==> config.mk <==
export PLATFORM = sky130hd
export DESIGN_NAME = time_set_ctrl
export DESIGN_NICKNAME = d
export VERILOG_FILES = /design/src/rtl/time_set_ctrl_pkg.sv /design/src/rtl/time_set_ctrl_btn_debounce.sv /design/src/rtl/time_set_ctrl.sv
export SDC_FILE = /design/constraint.sdc
export NUM_CORES = 1
export LEC_CHECK = 0
export ABC_AREA = 1
export CAP_MARGIN = 10
export CELL_PAD_IN_SITES_DETAIL_PLACEMENT = 1
export CELL_PAD_IN_SITES_GLOBAL_PLACEMENT = 1
export CORE_UTILIZATION = 36
export CTS_CLUSTER_DIAMETER = 60
export CTS_CLUSTER_SIZE = 25
export DETAILED_ROUTE_END_ITERATION = 10
export HOLD_SLACK_MARGIN = 0.03
export PLACE_DENSITY_LB_ADDON = 0.1
export SKIP_LAST_GASP = 1
export SYNTH_ARGS = -nofsm -noshare
export SYNTH_HDL_FRONTEND = slang
export SYNTH_SLANG_ARGS = --single-unit
==> constraint.sdc <==
create_clock -name clk -period 1.4 [get_ports clk]
set_input_delay 0.28 -clock clk [delete_from_list [all_inputs] [get_ports clk]]
set_output_delay 0.28 -clock clk [all_outputs]
set_load 0.02 [all_outputs]
==> src/rtl/time_set_ctrl_pkg.sv <==
// Shared types and limits for the time-set controller.
// Holds the FSM state enum, field_sel encoding, field maxima and field priority.
package time_set_ctrl_pkg;

   typedef enum logic [1:0] {
      ST_IDLE = 2'd0,
      ST_EDIT = 2'd1,
      ST_LOAD = 2'd2
   } state_t;

   typedef enum logic [1:0] {
      FLD_MS  = 2'd0,
      FLD_SEC = 2'd1,
      FLD_MIN = 2'd2,
      FLD_HR  = 2'd3
   } field_t;

   localparam logic [9:0] MS_MAX  = 10'd999;
   localparam logic [5:0] SEC_MAX = 6'd59;
   localparam logic [5:0] MIN_MAX = 6'd59;
   localparam logic [4:0] HR_MAX  = 5'd23;

   // Fixed priority ms > s > min > hr; caller qualifies with "any switch".
   function automatic field_t pick_field(
      input logic i_ms,
      input logic i_s,
      input logic i_min
   );
      if (i_ms)  return FLD_MS;
      if (i_s)   return FLD_SEC;
      if (i_min) return FLD_MIN;
      return FLD_HR;
   endfunction

endpackage

==> src/rtl/time_set_ctrl_btn_debounce.sv <==
// Button front end: 2-flop sync, debounce, rise detect, auto-repeat.
// Ports: clk, rst_n, i_btn (raw button), o_pulse (registered 1-cycle increment).
module btn_debounce #(
   parameter int DEBOUNCE_CYCLES = 4,
   parameter int REPEAT_CYCLES   = 16
) (
   input  logic clk,
   input  logic rst_n,
   input  logic i_btn,
   output logic o_pulse
);

   localparam int DW = $clog2(DEBOUNCE_CYCLES + 1);
   localparam int RW = $clog2(REPEAT_CYCLES + 2);

   logic [1:0]    r_sync;
   logic          r_deb;
   logic          r_deb_d;
   logic [DW-1:0] r_dcnt;
   logic [RW-1:0] r_rcnt;
   logic          r_pulse;

   logic w_rise;
   logic w_held;
   logic w_rep;

   assign w_rise = r_deb & ~r_deb_d;
   // Repeat only while the synced raw level is still high, so a release
   // stops repeats without waiting for the falling debounce window.
   assign w_held = r_deb & r_deb_d & r_sync[1];
   assign w_rep  = (REPEAT_CYCLES > 0) && w_held &&
                   (r_rcnt == RW'(REPEAT_CYCLES - 1));

   always_ff @(posedge clk or negedge rst_n) begin
      if (!rst_n) begin
         r_sync  <= '0;
         r_deb   <= 1'b0;
         r_deb_d <= 1'b0;
         r_dcnt  <= '0;
         r_rcnt  <= '0;
         r_pulse <= 1'b0;
      end else begin
         r_sync  <= {r_sync[0], i_btn};
         r_deb_d <= r_deb;
         if (r_sync[1] != r_deb) begin
            if (r_dcnt == DW'(DEBOUNCE_CYCLES - 1)) begin
               r_deb  <= r_sync[1];
               r_dcnt <= '0;
            end else begin
               r_dcnt <= r_dcnt + 1'b1;
            end
         end else begin
            r_dcnt <= '0;
         end
         if (w_rise || !w_held || w_rep) begin
            r_rcnt <= '0;
         end else begin
            r_rcnt <= r_rcnt + 1'b1;
         end
         r_pulse <= w_rise | w_rep;
      end
   end

   assign o_pulse = r_pulse;

endmodule

==> src/rtl/time_set_ctrl.sv <==
// Time-set controller: IDLE/EDIT/LOAD FSM plus the four editable fields.
// Ports: set_mode, *_sw field selects, add_time button, load_ack in;
//        ms_o/sec_o/min_o/hr_o, field_sel, editing, load_req out (registered).
module time_set_ctrl
   import time_set_ctrl_pkg::*;
#(
   parameter int DEBOUNCE_CYCLES = 4,
   parameter int REPEAT_CYCLES   = 16
) (
   input  logic       clk,
   input  logic       rst_n,
   input  logic       set_mode,
   input  logic       ms_sw,
   input  logic       s_sw,
   input  logic       min_sw,
   input  logic       hr_sw,
   input  logic       add_time,
   input  logic       load_ack,
   output logic [9:0] ms_o,
   output logic [5:0] sec_o,
   output logic [5:0] min_o,
   output logic [4:0] hr_o,
   output logic [1:0] field_sel,
   output logic       editing,
   output logic       load_req
);

   logic [1:0] r_rst_q;
   state_t     r_state;
   state_t     w_state_nxt;
   logic       r_editing;
   logic       r_load_req;
   field_t     r_field_sel;
   logic [9:0] r_ms;
   logic [5:0] r_sec;
   logic [5:0] r_min;
   logic [4:0] r_hr;

   logic   w_pulse;
   logic   w_any_sw;
   field_t w_sel;

   btn_debounce #(
      .DEBOUNCE_CYCLES (DEBOUNCE_CYCLES),
      .REPEAT_CYCLES   (REPEAT_CYCLES)
   ) u_btn (
      .clk     (clk),
      .rst_n   (rst_n),
      .i_btn   (add_time),
      .o_pulse (w_pulse)
   );

   assign w_any_sw = ms_sw | s_sw | min_sw | hr_sw;
   assign w_sel    = pick_field(ms_sw, s_sw, min_sw);

   // Deassertion of rst_n is re-timed here; FSM stays in IDLE until done.
   always_ff @(posedge clk or negedge rst_n) begin
      if (!rst_n) begin
         r_rst_q <= '0;
      end else begin
         r_rst_q <= {r_rst_q[0], 1'b1};
      end
   end

   always_comb begin
      w_state_nxt = r_state;
      unique case (r_state)
         ST_IDLE: if (set_mode && r_rst_q[1]) w_state_nxt = ST_EDIT;
         ST_EDIT: if (!set_mode)              w_state_nxt = ST_LOAD;
         ST_LOAD: if (r_load_req && load_ack) w_state_nxt = ST_IDLE;
         default:                             w_state_nxt = ST_IDLE;
      endcase
   end

   always_ff @(posedge clk or negedge rst_n) begin
      if (!rst_n) begin
         r_state    <= ST_IDLE;
         r_editing  <= 1'b0;
         r_load_req <= 1'b0;
      end else begin
         r_state    <= w_state_nxt;
         r_editing  <= (w_state_nxt == ST_EDIT);
         r_load_req <= (w_state_nxt == ST_LOAD);
      end
   end

   // Live switches pick the target, so a switch change coinciding with
   // a pulse steers that increment to the newly selected field.
   always_ff @(posedge clk or negedge rst_n) begin
      if (!rst_n) begin
         r_field_sel <= FLD_MS;
         r_ms        <= '0;
         r_sec       <= '0;
         r_min       <= '0;
         r_hr        <= '0;
      end else if (r_state == ST_EDIT) begin
         if (w_any_sw) r_field_sel <= w_sel;
         if (w_pulse && w_any_sw) begin
            unique case (w_sel)
               FLD_MS:  r_ms  <= (r_ms  >= MS_MAX)  ? '0 : r_ms  + 10'd1;
               FLD_SEC: r_sec <= (r_sec >= SEC_MAX) ? '0 : r_sec + 6'd1;
               FLD_MIN: r_min <= (r_min >= MIN_MAX) ? '0 : r_min + 6'd1;
               FLD_HR:  r_hr  <= (r_hr  >= HR_MAX)  ? '0 : r_hr  + 5'd1;
            endcase
         end
      end
   end

   assign ms_o      = r_ms;
   assign sec_o     = r_sec;
   assign min_o     = r_min;
   assign hr_o      = r_hr;
   assign field_sel = r_field_sel;
   assign editing   = r_editing;
   assign load_req  = r_load_req;

endmodule

==> impl_metrics.yaml, run 1 <==
pwr:
  totalPowerFinal_mw: 3.92
  swShare_pct: 34.9
  combinationalPowerShare_pct: 33.7
  power_frac_seq_pct: 46.5
  p_per_area_nw_per_um2: 1170
  pwr-share-clk_pct: 19.8
  p_int_mw: 2.55
  max-vdd-ir-drop_mv: 0.744
  p_leak_nw: 1.78
  switchingPower_mw: 1.37
global_route:
  grt_use_total_pct: 18.3
  grt_start_max_net_pins: 49
  antenna_found_initial: 0
  grt.overflow.total: 0
  grt_pass1_vias: 2236
  grt_pass1_wl_um: 10300
route:
  wire_per_inst_um: 12.9
  avgViaCountPerCell: 4.77
  num_vias: 2151
  drtIter0Drc: 32
  drc: 3
  first_pass_iters: 7
  antenna_left: 0
  wl_um: 5840
die:
  fp.coreArea_sq_um: 6460
  dieArea_sq_um: 7120
  rows: 29
  io_pins: 40
  initial_core_util_pct: 37.8
  die_w_um: 84.4
  die_h_um: 84.4
run:
  maxCapViolCount: 0
sta:
  rsz0062_at_grt: "yes"
  timing.fmax_mhz: 709
  min_period_ns: 1.41
  finalCritPeriodShare_pct: 101
  hold_viol_final: 0
  final-setup-viol-count: 1
  worst_slack_ns: -0.0104
  holdWs_ns: 0.357
  slew_violations: 0
  skew_ns: 0.00854
clock_network:
  cts_tree: "yes"
  clock-sinks: 48
  cts_buffer_depth: 2
  insertion_delay_ns: 0.30
  clk_transition_reported_paths_ns: 0.08
  clock-root-buffer: "clkbuf_8"
  cts_max_level: 2
  numCtsBuffers: 5
setup_path:
  r2r-start: "u_btn.r_rcnt[0]$_DFF_PN0_"
  r2r_end: "u_btn.r_rcnt[2]$_DFF_PN0_"
  ff2ff_setup_slack_ns: -0.01
  path_class: "reg2reg"
  start_kind: "register"
  worstRegToRegCells: 7
  cp-end-kind: "register"
  cp_max_fo: 5
  required_ns: 1.61
  crit_arrival_ns: 1.62
synthesis:
  ys_ff_latch: 48
  async_flop_share_pct: 100
  synth_area_per_cell_sq_um: 8.45
  syn_inst: 289
  synth_cell_type_count: 29
  syn-cell-area_sq_um: 2440
  yosys_most_used_dff: "dfrtp_1"
  yosysWarningCount: 0
  synth_fp_nets: 305
  seq_area_frac_synth_pct: 49.2
  synth_edf_count: 0
min_path:
  worstHoldPathCells: 0
  hp-class: "reg2reg"
  worstHoldEndpoint: "r_rst_q[1]$_DFF_PN0_"
  worstHoldStart: "r_rst_q[0]$_DFF_PN0_"
cells_and_area:
  final_nets: 390
  drive_gt1_share_pct: 22.2
  fillers: 794
  n_antenna_cell: 0
  mostFrequentLayoutCells: "nand2_1, dfrtp_1, buf_4"
  area_growth_pct: 36.8
  fin_cells: 451
  mostFrequentLayoutCell: "nand2_1"
place:
  hpwl_um: 4410
  portBuffers: 39
  dpl.cell_count: 437
  pre_cts_slack_ns: -0.323
  place_congestion: 0.754
run_status:
  violations: "DRC, setup timing"
  status: "complete, but fails checks"
[kinds of logic after synthesis]
kind of cell             after synthesis  synth area share (%)
AO/OA/AOI/OAI                         22                  5.53
XOR/XNOR                              10                  3.59
adder cells (fa/ha/maj)                7                  3.59
buffers and inverters                 31                  5.38
flip-flops                            48                  49.2
other                                  1                 0.154
AND/OR/NAND/NOR                      170                  32.6
[synth_stat cells, drive strengths merged (4+ instances only)]
cell	number	area, sq um
ha	7	87.6
nor2	37	169
dfrtp	48	1200
nand2	86	335
nor3	4	20.0
nand3	33	190
inv	29	109
xor2	7	61.3
o21ai	17	104
[cell type report]
class | instances | area, sq um | area share [%]
Clock buffer | 6 | 72.6 | 2.17
Inverter | 29 | 109 | 3.26
Tap cell | 77 | 96.3 | 2.88
Sequential cell | 48 | 1200 | 36.0
Timing Repair Buffer | 79 | 679 | 20.3
Multi-Input combinational cell | 211 | 1180 | 35.2
Clock inverter | 1 | 5.00 | 0.150
[power by group through the flow]
| stage | logic (mW) | registers [mW] | clock network, mW |
|---|---|---|---|
| global route | 1.48 | 1.86 | 0.875 |
| floorplan | 0.478 | 2.02 | 0 |
| detailed placement | 1.36 | 1.86 | 0 |
| finish | 1.32 | 1.82 | 0.775 |
| global placement | 1.31 | 1.84 | 0 |
| CTS | 1.31 | 1.82 | 0.813 |
[through the flow]
| step | setup TNS [ns] | utilization [%] | cell area (sq um) |
|---|---|---|---|
| floorplan | 0 | - | 2440 |
| global placement | -5.69 | 49.3 | 3180 |
| detailed placement | -7.10 | 49.3 | 3180 |
| CTS | -0.0563 | 50.7 | 3270 |
| global route | -0.558 | 51.7 | 3340 |
| finish | -0.0104 | 51.7 | 3340 |
[how the worst max path moves through the flow]
stage	startpoint	endpoint	cells past startpoint
2_1_floorplan	sec_o[0]$_DFFE_PN0P_	sec_o[2]$_DFFE_PN0P_	5
3_3_place_gp	ms_sw	min_o[3]$_DFFE_PN0P_	8
3_5_place_dp	s_sw	min_o[5]$_DFFE_PN0P_	6
4_1_cts	u_btn.r_rcnt[1]$_DFF_PN0_	u_btn.r_rcnt[2]$_DFF_PN0_	7
5_1_grt	u_btn.r_rcnt[0]$_DFF_PN0_	u_btn.r_rcnt[2]$_DFF_PN0_	7
6_report	u_btn.r_rcnt[0]$_DFF_PN0_	u_btn.r_rcnt[2]$_DFF_PN0_	7
[per-layer routing]
metal / up-vias / wire, um / GRT usage [%]
met5: - / 0 / 0
met4: 0 / 57 / 4.16
met3: 4 / 169 / 4.62
met2: 29 / 2980 / 32.0
met1: 1027 / 2630 / 23.0
li1: 1091 / - / -
[registers in the layout, indices dropped and copies added (netlist names), 3 cells and up]
| name | cells |
|---|---|
| min_o | 6 |
| u_btn.r_dcnt | 3 |
| u_btn.r_rcnt | 5 |
| hr_o | 5 |
| sec_o | 6 |
| ms_o | 10 |
[timing repair]
action | in CTS | in global routing
gates cloned | 0 | 1
gates resized for setup | 38 | 16
pin swaps | 4 | 11
setup buffers | 2 | 3
setup endpoints to repair | 38 | 30
endpoints found under the hold margin | 48 | 0
hold buffers | 1 | 0
[critical path: stages, from the launching register on]
cell and delay (ns):
dfrtp_1 0.39, ha_2 0.19, nand2_2 0.06, nor2_2 0.04, ha_2 0.17, inv_2 0.04
nand4_1 0.21, nor3b_2 0.23
Power figures use the tool's default switching activity.
==> run 2: changes to the inputs <==
CORE_UTILIZATION = 37   (was 36)
CTS_BUF_LIST = sky130_fd_sc_hd__clkbuf_8   (was default)
==> run 2 against run 1 <==
Against the previous run:
- the run now ends clean
- utilization increased by 1.5 points
- sequential cell count unchanged
- critical path depth increased by 1
- first-iteration DRC count is 28% higher
- final cell count decreased by 0.44%
- fmax is 1.5% higher
- critical path type unchanged
- critical endpoint is now u_btn.r_rcnt[4]$_DFF_PN0_
- largest cell class is now multi-input gates
- highest routed layer unchanged
==> impl_metrics.yaml, run 2 (same netlist as run 1, synthesis figures left out) <==
run_status:
  status: "completed"
cells_and_area:
  mostFrequentLayoutCell: "nand2_1"
  multi_input_area_sq_um: 1200
  fin_cells: 449
  layout.area.seq_sq_um: 1200
  largest_reg_flops: 10
  mostFrequentLayoutCells: "nand2_1, dfrtp_1, buf_4"
  fillers: 778
  final_nets: 387
  area_growth_pct: 38.4
  drive_gt1_share_pct: 23.9
  n_antenna_cell: 0
  final_cell_area_sq_um: 3380
sta:
  slew_violations: 0
  final-setup-viol-count: 0
  hold_viol_final: 0
  min_period_ns: 1.39
  skew_ns: 0.0104
  finalCritPeriodShare_pct: 99.2
  rsz0062_at_grt: "yes"
  timing.fmax_mhz: 720
die:
  die_w_um: 83.2
  die_h_um: 83.2
  rows: 29
  fp.coreArea_sq_um: 6350
  dieArea_sq_um: 6930
  initial_core_util_pct: 38.5
  io_pins: 40
global_route:
  grt_pass1_vias: 2171
  grt_use_total_pct: 17.8
  grt_start_max_net_pins: 49
  grt_pass1_wl_um: 10000
  antenna_found_initial: 0
  grt.overflow.total: 0
pwr:
  combinationalPowerShare_pct: 31.4
  p_per_area_nw_per_um2: 1190
  max-vdd-ir-drop_mv: 0.656
  swShare_pct: 35.5
  pwr-share-clk_pct: 22.3
  p_int_mw: 2.59
  switchingPower_mw: 1.42
  power_frac_seq_pct: 46.3
  p_leak_nw: 1.77
route:
  drtIter0Drc: 41
  num_vias: 2152
  wl_um: 5680
  avgViaCountPerCell: 4.79
  drc: 0
  first_pass_iters: 4
  wire_per_inst_um: 12.6
  antenna_left: 0
setup_path:
  required_ns: 1.64
  cp_max_fo: 4
  path_class: "reg2reg"
  start_kind: "register"
  cp-end-kind: "register"
  crit_arrival_ns: 1.63
clock_network:
  clk_transition_reported_paths_ns: 0.10
  cts_max_level: 2
  insertion_delay_ns: 0.31
  clock-sinks: 48
  cts_buffer_depth: 2
  numCtsBuffers: 5
  clock-root-buffer: "clkbuf_8"
  cts_tree: "yes"
min_path:
  hp-class: "reg2reg"
run:
  maxCapViolCount: 0
place:
  placed_area_sq_um: 3150
  dpl.cell_count: 433
  place_congestion: 0.748
  portBuffers: 39
  hpwl_um: 4300
run 2: power groups by stage:
stage / logic, mW / registers, mW / clock network [mW]
after floorplan: 0.478 / 2.02 / 0
after global placement: 1.18 / 1.88 / 0
after detailed placement: 1.23 / 1.89 / 0
after CTS: 1.15 / 1.86 / 0.933
after global routing: 1.39 / 1.91 / 0.979
final: 1.26 / 1.86 / 0.894
run 2: through the flow:
step	util, %	power, mW	hold slack [ns]	setup TNS (ns)	setup slack, ns
global placement	49.6	3.06	0.289	-5.75	-0.248
CTS	51.2	3.94	0.360	0	0.00432
detailed placement	49.6	3.11	0.291	-7.50	-0.322
finish	53.2	4.01	0.356	0	0.0106
global route	53.2	4.27	0.364	-0.455	-0.0808
floorplan	-	2.49	-0.0156	0	0.0349
run 2: critical path: stages, from the launching register on:
cell and delay, ns:
dfrtp_1 0.40, ha_2 0.20, nand2_2 0.07, nor2_2 0.05, ha_4 0.16, inv_2 0.04, nand4_1 0.13, buf_4 0.20
nor2_1 0.07
run 2: what timing repair did:
action / 4_1_cts / 5_1_grt
pin swaps: 4 / 8
hold buffers: 1 / 0
resized for setup: 37 / 32
setup buffers: 2 / 5
endpoints found under the hold margin: 48 / 0
cloned: 0 / 0
setup endpoints to repair: 37 / 35
run 2: path summary, 6_finish.rpt:
check,endpoint,from,depth (start not counted),slack [ns]
max,u_btn.r_rcnt[4]$_DFF_PN0_,u_btn.r_rcnt[1]$_DFF_PN0_,8,0.01
max in group asynchronous,min_o[4]$_DFFE_PN0P_,rst_n,3,0.69
min in group asynchronous,hr_o[1]$_DFFE_PN0P_,rst_n,3,0.48
min,r_rst_q[1]$_DFF_PN0_,r_rst_q[0]$_DFF_PN0_,0,0.36
min reg2reg,r_rst_q[1]$_DFF_PN0_,r_rst_q[0]$_DFF_PN0_,0,0.36
max reg2reg,u_btn.r_rcnt[4]$_DFF_PN0_,u_btn.r_rcnt[1]$_DFF_PN0_,8,0.01
run 2: cell type report:
cell class / count / area share, %
Inverter: 29 / 3.22
Multi-Input combinational cell: 210 / 35.6
Clock buffer: 6 / 2.44
Tap cell: 77 / 2.85
Timing Repair Buffer: 77 / 19.9
Clock inverter: 2 / 0.444
Sequential cell: 48 / 35.5
run 2: routing by layer:
metal	part of all wire [%]	vias up	track usage, %
li1	-	1087	-
met1	46	1033	22.7
met2	50	27	30.4
met3	2.7	5	3.58
met4	1.2	0	5.17
met5	0	-	0
